==> src/rtl/multicycle_control_fsm_if.sv <==
// Control bus between the multi-cycle RV32I control FSM (master) and the datapath / ALU decoder (slave).
// Also holds the ALU operation codes carried on alu_op.
`ifndef ALU_NOP
`define ALU_NOP 2'b00
`endif
`ifndef ALU_ADD
`define ALU_ADD 2'b01
`endif
`ifndef ALU_SUB
`define ALU_SUB 2'b10
`endif
`ifndef ALU
`define ALU 2'b11
`endif

interface multicycle_control_fsm_if;
  logic [6:0]  opcode;
  logic        bcond;
  logic        halt_req;
  logic        pc_write;
  logic        pc_source;
  logic        i_or_d;
  logic        mem_read;
  logic        mem_write;
  logic        ir_write;
  logic        reg_write;
  logic [1:0]  mem_to_reg;
  logic [1:0]  alu_src_a;
  logic [1:0]  alu_src_b;
  logic [1:0]  alu_op;
  logic        is_ecall;
  logic        is_halted;
  logic [31:0] retired_count;

  modport master (
    input  opcode, bcond, halt_req,
    output pc_write, pc_source, i_or_d, mem_read, mem_write, ir_write, reg_write,
           mem_to_reg, alu_src_a, alu_src_b, alu_op, is_ecall, is_halted, retired_count
  );

  modport slave (
    output opcode, bcond, halt_req,
    input  pc_write, pc_source, i_or_d, mem_read, mem_write, ir_write, reg_write,
           mem_to_reg, alu_src_a, alu_src_b, alu_op, is_ecall, is_halted, retired_count
  );
endinterface

==> src/rtl/multicycle_control_fsm.sv <==
// Main control FSM of the multi-cycle RV32I core: IF/ID/EX/MEM/WB sequencing plus ECALL halt.
// Optional retired-instruction counter built only when INSTR_COUNT_EN is defined.
`ifndef ALU_NOP
`define ALU_NOP 2'b00
`endif
`ifndef ALU_ADD
`define ALU_ADD 2'b01
`endif
`ifndef ALU_SUB
`define ALU_SUB 2'b10
`endif
`ifndef ALU
`define ALU 2'b11
`endif

module multicycle_control_fsm #(
  parameter int MEM_LATENCY = 1
) (
  input logic                       clk,
  input logic                       reset,
  multicycle_control_fsm_if.master  bus
);

  localparam logic [6:0] OP_ARITH     = 7'b0110011;
  localparam logic [6:0] OP_ARITH_IMM = 7'b0010011;
  localparam logic [6:0] OP_LOAD      = 7'b0000011;
  localparam logic [6:0] OP_STORE     = 7'b0100011;
  localparam logic [6:0] OP_BRANCH    = 7'b1100011;
  localparam logic [6:0] OP_JAL       = 7'b1101111;
  localparam logic [6:0] OP_JALR      = 7'b1100111;
  localparam logic [6:0] OP_ECALL     = 7'b1110011;
  localparam logic [3:0] LAST_WAIT    = 4'(MEM_LATENCY - 1);

  typedef enum logic [2:0] {
    S_INIT, S_IF, S_ID, S_EX, S_MEM, S_WB, S_ECALL, S_HALT
  } state_t;

  state_t     r_state;
  state_t     w_next;
  logic [3:0] r_wait;
  logic       r_halted;
  logic       w_last;

  logic       w_pc_write;
  logic       w_pc_source;
  logic       w_i_or_d;
  logic       w_mem_read;
  logic       w_mem_write;
  logic       w_ir_write;
  logic       w_reg_write;
  logic [1:0] w_mem_to_reg;
  logic [1:0] w_alu_src_a;
  logic [1:0] w_alu_src_b;
  logic [1:0] w_alu_op;
  logic       w_is_ecall;

  assign w_last = (r_wait == LAST_WAIT);

  // Wait counter restarts whenever the state changes, so entry to IF/MEM always begins at 0
  always_ff @(posedge clk or negedge reset) begin
    if (!reset) begin
      r_state  <= S_INIT;
      r_wait   <= '0;
      r_halted <= 1'b0;
    end else begin
      r_state <= w_next;
      if (w_next != r_state)
        r_wait <= '0;
      else if (r_state == S_IF || r_state == S_MEM)
        r_wait <= r_wait + 4'd1;
      if (w_next == S_HALT)
        r_halted <= 1'b1;
    end
  end

  always_comb begin
    w_next       = r_state;
    w_pc_write   = 1'b0;
    w_pc_source  = 1'b0;
    w_i_or_d     = 1'b0;
    w_mem_read   = 1'b0;
    w_mem_write  = 1'b0;
    w_ir_write   = 1'b0;
    w_reg_write  = 1'b0;
    w_mem_to_reg = 2'b00;
    w_alu_src_a  = 2'b00;
    w_alu_src_b  = 2'b00;
    w_alu_op     = `ALU_NOP;
    w_is_ecall   = 1'b0;
    case (r_state)
      S_INIT: w_next = S_IF;
      S_IF: begin
        w_mem_read = 1'b1;
        if (w_last) begin
          w_ir_write  = 1'b1;
          w_pc_write  = 1'b1;
          w_alu_src_b = 2'b01;
          w_alu_op    = `ALU_ADD;
          w_next      = S_ID;
        end
      end
      S_ID: begin
        w_alu_src_a = 2'b01;
        w_alu_src_b = 2'b10;
        w_alu_op    = `ALU_ADD;
        case (bus.opcode)
          OP_ECALL: w_next = S_ECALL;
          OP_ARITH, OP_ARITH_IMM, OP_LOAD, OP_STORE,
          OP_BRANCH, OP_JAL, OP_JALR: w_next = S_EX;
          default: w_next = S_IF;
        endcase
      end
      S_EX: begin
        w_next = S_IF;
        case (bus.opcode)
          OP_ARITH: begin
            w_alu_src_a = 2'b10;
            w_alu_op    = `ALU;
            w_next      = S_WB;
          end
          OP_ARITH_IMM: begin
            w_alu_src_a = 2'b10;
            w_alu_src_b = 2'b10;
            w_alu_op    = `ALU;
            w_next      = S_WB;
          end
          OP_LOAD, OP_STORE: begin
            w_alu_src_a = 2'b10;
            w_alu_src_b = 2'b10;
            w_alu_op    = `ALU;
            w_next      = S_MEM;
          end
          OP_BRANCH: begin
            w_alu_src_a = 2'b10;
            w_alu_op    = `ALU_SUB;
            w_pc_source = 1'b1;
            w_pc_write  = bus.bcond;
          end
          // rd captures the PC before this edge updates it, giving the link address
          OP_JAL: begin
            w_pc_write   = 1'b1;
            w_pc_source  = 1'b1;
            w_reg_write  = 1'b1;
            w_mem_to_reg = 2'b10;
          end
          OP_JALR: begin
            w_alu_src_a  = 2'b10;
            w_alu_src_b  = 2'b10;
            w_alu_op     = `ALU;
            w_pc_write   = 1'b1;
            w_reg_write  = 1'b1;
            w_mem_to_reg = 2'b10;
          end
          default: w_next = S_IF;
        endcase
      end
      S_MEM: begin
        w_i_or_d    = 1'b1;
        w_mem_read  = (bus.opcode == OP_LOAD);
        w_mem_write = (bus.opcode == OP_STORE);
        if (w_last)
          w_next = (bus.opcode == OP_LOAD) ? S_WB : S_IF;
      end
      S_WB: begin
        w_reg_write  = 1'b1;
        w_mem_to_reg = (bus.opcode == OP_LOAD) ? 2'b01 : 2'b00;
        w_next       = S_IF;
      end
      S_ECALL: begin
        w_is_ecall = 1'b1;
        w_next     = bus.halt_req ? S_HALT : S_IF;
      end
      S_HALT:  w_next = S_HALT;
      default: w_next = S_INIT;
    endcase
  end

  assign bus.pc_write   = w_pc_write;
  assign bus.pc_source  = w_pc_source;
  assign bus.i_or_d     = w_i_or_d;
  assign bus.mem_read   = w_mem_read;
  assign bus.mem_write  = w_mem_write;
  assign bus.ir_write   = w_ir_write;
  assign bus.reg_write  = w_reg_write;
  assign bus.mem_to_reg = w_mem_to_reg;
  assign bus.alu_src_a  = w_alu_src_a;
  assign bus.alu_src_b  = w_alu_src_b;
  assign bus.alu_op     = w_alu_op;
  assign bus.is_ecall   = w_is_ecall;
  assign bus.is_halted  = r_halted;

`ifdef INSTR_COUNT_EN
  logic        w_retire;
  logic [31:0] r_retired;

  // Retire on any return to IF except the INIT->IF start-up transition
  assign w_retire = (w_next == S_IF) &&
                    (r_state == S_ID || r_state == S_EX || r_state == S_MEM ||
                     r_state == S_WB || r_state == S_ECALL);

  always_ff @(posedge clk or negedge reset) begin
    if (!reset)
      r_retired <= '0;
    else if (w_retire)
      r_retired <= r_retired + 32'd1;
  end

  assign bus.retired_count = r_retired;
`else
  assign bus.retired_count = '0;
`endif

endmodule

==> src/flat_wrapper.sv <==
// flat-port wrapper written by rule: the top's interface ports become plain ports
module multicycle_control_fsm_flat 
#(
  parameter int MEM_LATENCY = 1
)
  (clk, reset, bus_opcode, bus_bcond, bus_halt_req, bus_pc_write, bus_pc_source, bus_i_or_d, bus_mem_read, bus_mem_write, bus_ir_write, bus_reg_write, bus_mem_to_reg, bus_alu_src_a, bus_alu_src_b, bus_alu_op, bus_is_ecall, bus_is_halted, bus_retired_count);
  multicycle_control_fsm_if bus_i ();
  input logic clk;
  input logic reset;
  input wire logic [$bits(bus_i.opcode)-1:0] bus_opcode;
  input wire logic [$bits(bus_i.bcond)-1:0] bus_bcond;
  input wire logic [$bits(bus_i.halt_req)-1:0] bus_halt_req;
  output wire logic [$bits(bus_i.pc_write)-1:0] bus_pc_write;
  output wire logic [$bits(bus_i.pc_source)-1:0] bus_pc_source;
  output wire logic [$bits(bus_i.i_or_d)-1:0] bus_i_or_d;
  output wire logic [$bits(bus_i.mem_read)-1:0] bus_mem_read;
  output wire logic [$bits(bus_i.mem_write)-1:0] bus_mem_write;
  output wire logic [$bits(bus_i.ir_write)-1:0] bus_ir_write;
  output wire logic [$bits(bus_i.reg_write)-1:0] bus_reg_write;
  output wire logic [$bits(bus_i.mem_to_reg)-1:0] bus_mem_to_reg;
  output wire logic [$bits(bus_i.alu_src_a)-1:0] bus_alu_src_a;
  output wire logic [$bits(bus_i.alu_src_b)-1:0] bus_alu_src_b;
  output wire logic [$bits(bus_i.alu_op)-1:0] bus_alu_op;
  output wire logic [$bits(bus_i.is_ecall)-1:0] bus_is_ecall;
  output wire logic [$bits(bus_i.is_halted)-1:0] bus_is_halted;
  output wire logic [$bits(bus_i.retired_count)-1:0] bus_retired_count;
  assign bus_i.opcode = bus_opcode;
  assign bus_i.bcond = bus_bcond;
  assign bus_i.halt_req = bus_halt_req;
  assign bus_pc_write = bus_i.pc_write;
  assign bus_pc_source = bus_i.pc_source;
  assign bus_i_or_d = bus_i.i_or_d;
  assign bus_mem_read = bus_i.mem_read;
  assign bus_mem_write = bus_i.mem_write;
  assign bus_ir_write = bus_i.ir_write;
  assign bus_reg_write = bus_i.reg_write;
  assign bus_mem_to_reg = bus_i.mem_to_reg;
  assign bus_alu_src_a = bus_i.alu_src_a;
  assign bus_alu_src_b = bus_i.alu_src_b;
  assign bus_alu_op = bus_i.alu_op;
  assign bus_is_ecall = bus_i.is_ecall;
  assign bus_is_halted = bus_i.is_halted;
  assign bus_retired_count = bus_i.retired_count;
  multicycle_control_fsm #(.MEM_LATENCY(MEM_LATENCY)) u_core (.clk(clk), .reset(reset), .bus(bus_i));
endmodule
==> config.mk <==
export PLATFORM = sky130hd
export DESIGN_NAME = multicycle_control_fsm_flat
export DESIGN_NICKNAME = d
export VERILOG_FILES = /design/src/rtl/multicycle_control_fsm_if.sv /design/src/rtl/multicycle_control_fsm.sv /design/src/flat_wrapper.sv
export SDC_FILE = /design/constraint.sdc
export NUM_CORES = 1
export LEC_CHECK = 0
export CORE_UTILIZATION = 43
export CTS_BUF_LIST = sky130_fd_sc_hd__clkbuf_16
export DETAILED_ROUTE_END_ITERATION = 7
export PLACE_DENSITY = 0.95
export REMOVE_ABC_BUFFERS = 1
export SYNTH_ARGS = -nofsm -noshare
export SYNTH_HDL_FRONTEND = slang
export SYNTH_SLANG_ARGS = --single-unit
==> constraint.sdc <==
create_clock -name clk -period 4.2 [get_ports clk]
set_clock_uncertainty 0.1 [all_clocks]
set_input_delay 0.84 -clock clk [delete_from_list [all_inputs] [get_ports clk]]
set_output_delay 0.84 -clock clk [all_outputs]
set_load 0.03 [all_outputs]
==> impl_metrics.yaml <==
logic_synthesis:
  synth_top_area_share_pct: 23.00
  synth_seq_cells: 8
  synth.most_common_cell: "buf_4"
  ys_top_cells_by_area: "buf_4, dfrtp_1, a211oi_1"
  synth_area_um2: 1175
  yosysWarnings: 0
  async_flop_share_pct: 100.0
  ys.flop_type: "dfrtp_1"
  synth-seq-area-share_pct: 17.04
  syn_inst: 150
  synth.distinct_cells: 43
  yosysTopAreaCell: "buf_4"
  avgSynthCellArea_um2: 7.833
  netlist_top_cells_count: "buf_4, nand2_1, nor2_1, a21oi_1, dfrtp_1"
  synth-edff-count: 0
clocking:
  cts-root-buf: "clkbuf_16"
  htreeDepth: 1
  cts.sinks: 8
  cts_max_path_buffers: 2
  clk-insertion-delay-late_ns: 0.23
  cts_tree: "built"
  ctsHoldBuffers: 0
  cts.clk_slew.worst_paths_ns: 0.04
  cts_resized: 0
  cts_buffers: 3
  post_cts_buffers: 0
pwr:
  cellLeakagePower_nw: 0.5739
  p_per_area_nw_per_um2: 284.3
  max-vdd-ir-drop_mv: 0.3577
critical_path:
  path_cells: "clkdlybuf4s50_1 > nand2_1 > or3_1 > o22a_1 > nor2_1 > clkdlybuf4s50_1"
  worstSetupPathType: "primary input to primary output"
  arrival_ns: 3.01
  critPathTopFamily: "buffers and inverters"
  critical_path.endpoint_type: "primary output"
  critPathMaxFanout: 7
  critical_path_required_ns: 3.26
  crit_path_max_incr_delay_ns: 0.69
  critPathSlowestCell: "clkdlybuf4s50_1"
  cpMostUsedCell: "clkdlybuf4s50_1"
  start_kind: "primary input"
  critical_path_buf_inv_count: 2
drt:
  drc: 0
  ant_nets: 0
  drt_iter0_drc: 27
  wl_per_cell_um: 13.02
  viasPerCell: 5.277
  vias: 1066
  first_pass_iters: 4
  wirelength_um: 2630
final_layout:
  multi_input_area_um2: 768.2
  nFillCells: 237
  area_delta_synth_final_pct: 19.17
  regArea_um2: 200.2
  drive_gt1_share_pct: 8.140
  nNetsFinal: 187
  diodes: 0
  post-route-util_pct: 55.51
sta:
  period_share_pct: 94.03
  fin_ws_ns: 0.2507
  rsz0062_at_grt: "false"
  maxSlewViolCount: 0
  slew_headroom_pct: 51.43
  period_needed_ns: 3.949
  setup_tns_ns: 0
  tightest_slew_ns: 0.7286
  setup_viol: 0
  max_freq_mhz: 253.2
  hold_viol_final: 0
placed_design:
  gp_congestion: 0.8366
  io_buffers: 27
  dp_hpwl_um: 2053
  place_ws_ns: 0.2538
global_route:
  grt_start_max_net_pins: 27
  antenna_found_initial: 0
  grt_pass1_wl_um: 4071
  grt_usage_pct: 19.25
  grt_pass1_vias: 896
  overflow: 0
floorplan:
  core_um2: 2522
  die_h_um: 54.27
  pin_count: 60
  initial_core_util_pct: 46.58
  rows: 18
  die-area_um2: 2945
  die_w_um: 54.27
run:
  cap_violations: 0
status:
  status: "complete, no violations"
worst_hold_path:
  min_path_type: "register to register"
[worst reg2reg max path, cell delays in order (launching register included)]
cell and delay, ns:
dfrtp_1 0.81, or3b_4 0.50, nor3_4 0.25, nor4_4 0.10, a211oi_1 0.24
[through the flow]
stage | hold WS (ns) | total power, mW | instance area, um2 | instances
floorplan | 0.4444 | 0.1894 | 994.7 | 139
global placement | 0.3555 | 0.2322 | 1325 | 199
detailed placement | 0.3567 | 0.2351 | 1325 | 199
CTS | 0.3710 | 0.3957 | 1400 | 202
global route | 0.3822 | 0.4154 | 1400 | 202
finish | 0.3658 | 0.3981 | 1400 | 202
[cell usage in the layout (no fill, tap or decap), drive strengths merged, types with 4 or more instances in the layout]
master	n
a211oi	6
nor4	6
inv	7
nand2b	4
o22ai	4
nand2	10
nor2	10
conb	32
clkdlybuf4s50	27
dfrtp	8
a21oi	8
o21a	5
nor3	5
[where the power goes]
part	switching, mW	internal [mW]	total (mW)	leakage (nW)
Sequential	0.0139	0.0809	0.0949	0.107
Combinational	0.0960	0.0453	0.141	0.430
Clock	0.0389	0.123	0.162	0.0370
[metal layers]
layer  up-vias  GRT usage [%]  wire length [um]
met5         -              0                 0
met4         0          2.991                11
met3         2          4.444               173
met2        46          34.35              1323
met1       503          23.69              1122
li1        515              -                 -
[state kept, by name (all words and copies together), names as in the netlist]
name and flops:
u_core.r_wait 4, u_core.r_state 3, u_core.bus.is_halted 1
[cell type report]
class / instances / area share, %
inverters: 7 / 1.877
multi-input cells: 124 / 54.87
repair buffers: 30 / 20.91
clock buffers: 3 / 5.362
well taps: 30 / 2.681
flip-flops and latches: 8 / 14.30
[path summary, 6_finish.rpt]
check                                      from              endpoint  slack [ns]  cells after the start
max                               bus_opcode[5]         bus_pc_source        0.25                      6
min                        u_core.bus.is_halted  u_core.bus.is_halted        0.37                      1
max reg2reg                   u_core.r_state[1]      u_core.r_wait[2]        2.11                      4
min reg2reg                u_core.bus.is_halted  u_core.bus.is_halted        0.37                      1
max in group asynchronous                 reset     u_core.r_state[1]        2.93                      1
min in group asynchronous                 reset     u_core.r_state[0]        0.80                      1
[cell families after synthesis]
family	count (synthesis)	synth area share, %
and+or+nand+nor	51	27.69
other	1	0.3192
buffers and inverters	49	27.48
AOI/OAI and AO/OA	38	24.60
DFF	8	17.04
xor gates and xnor gates	1	0.7456
adders and majority gates	2	2.130
(Power assumes the default switching activity.)
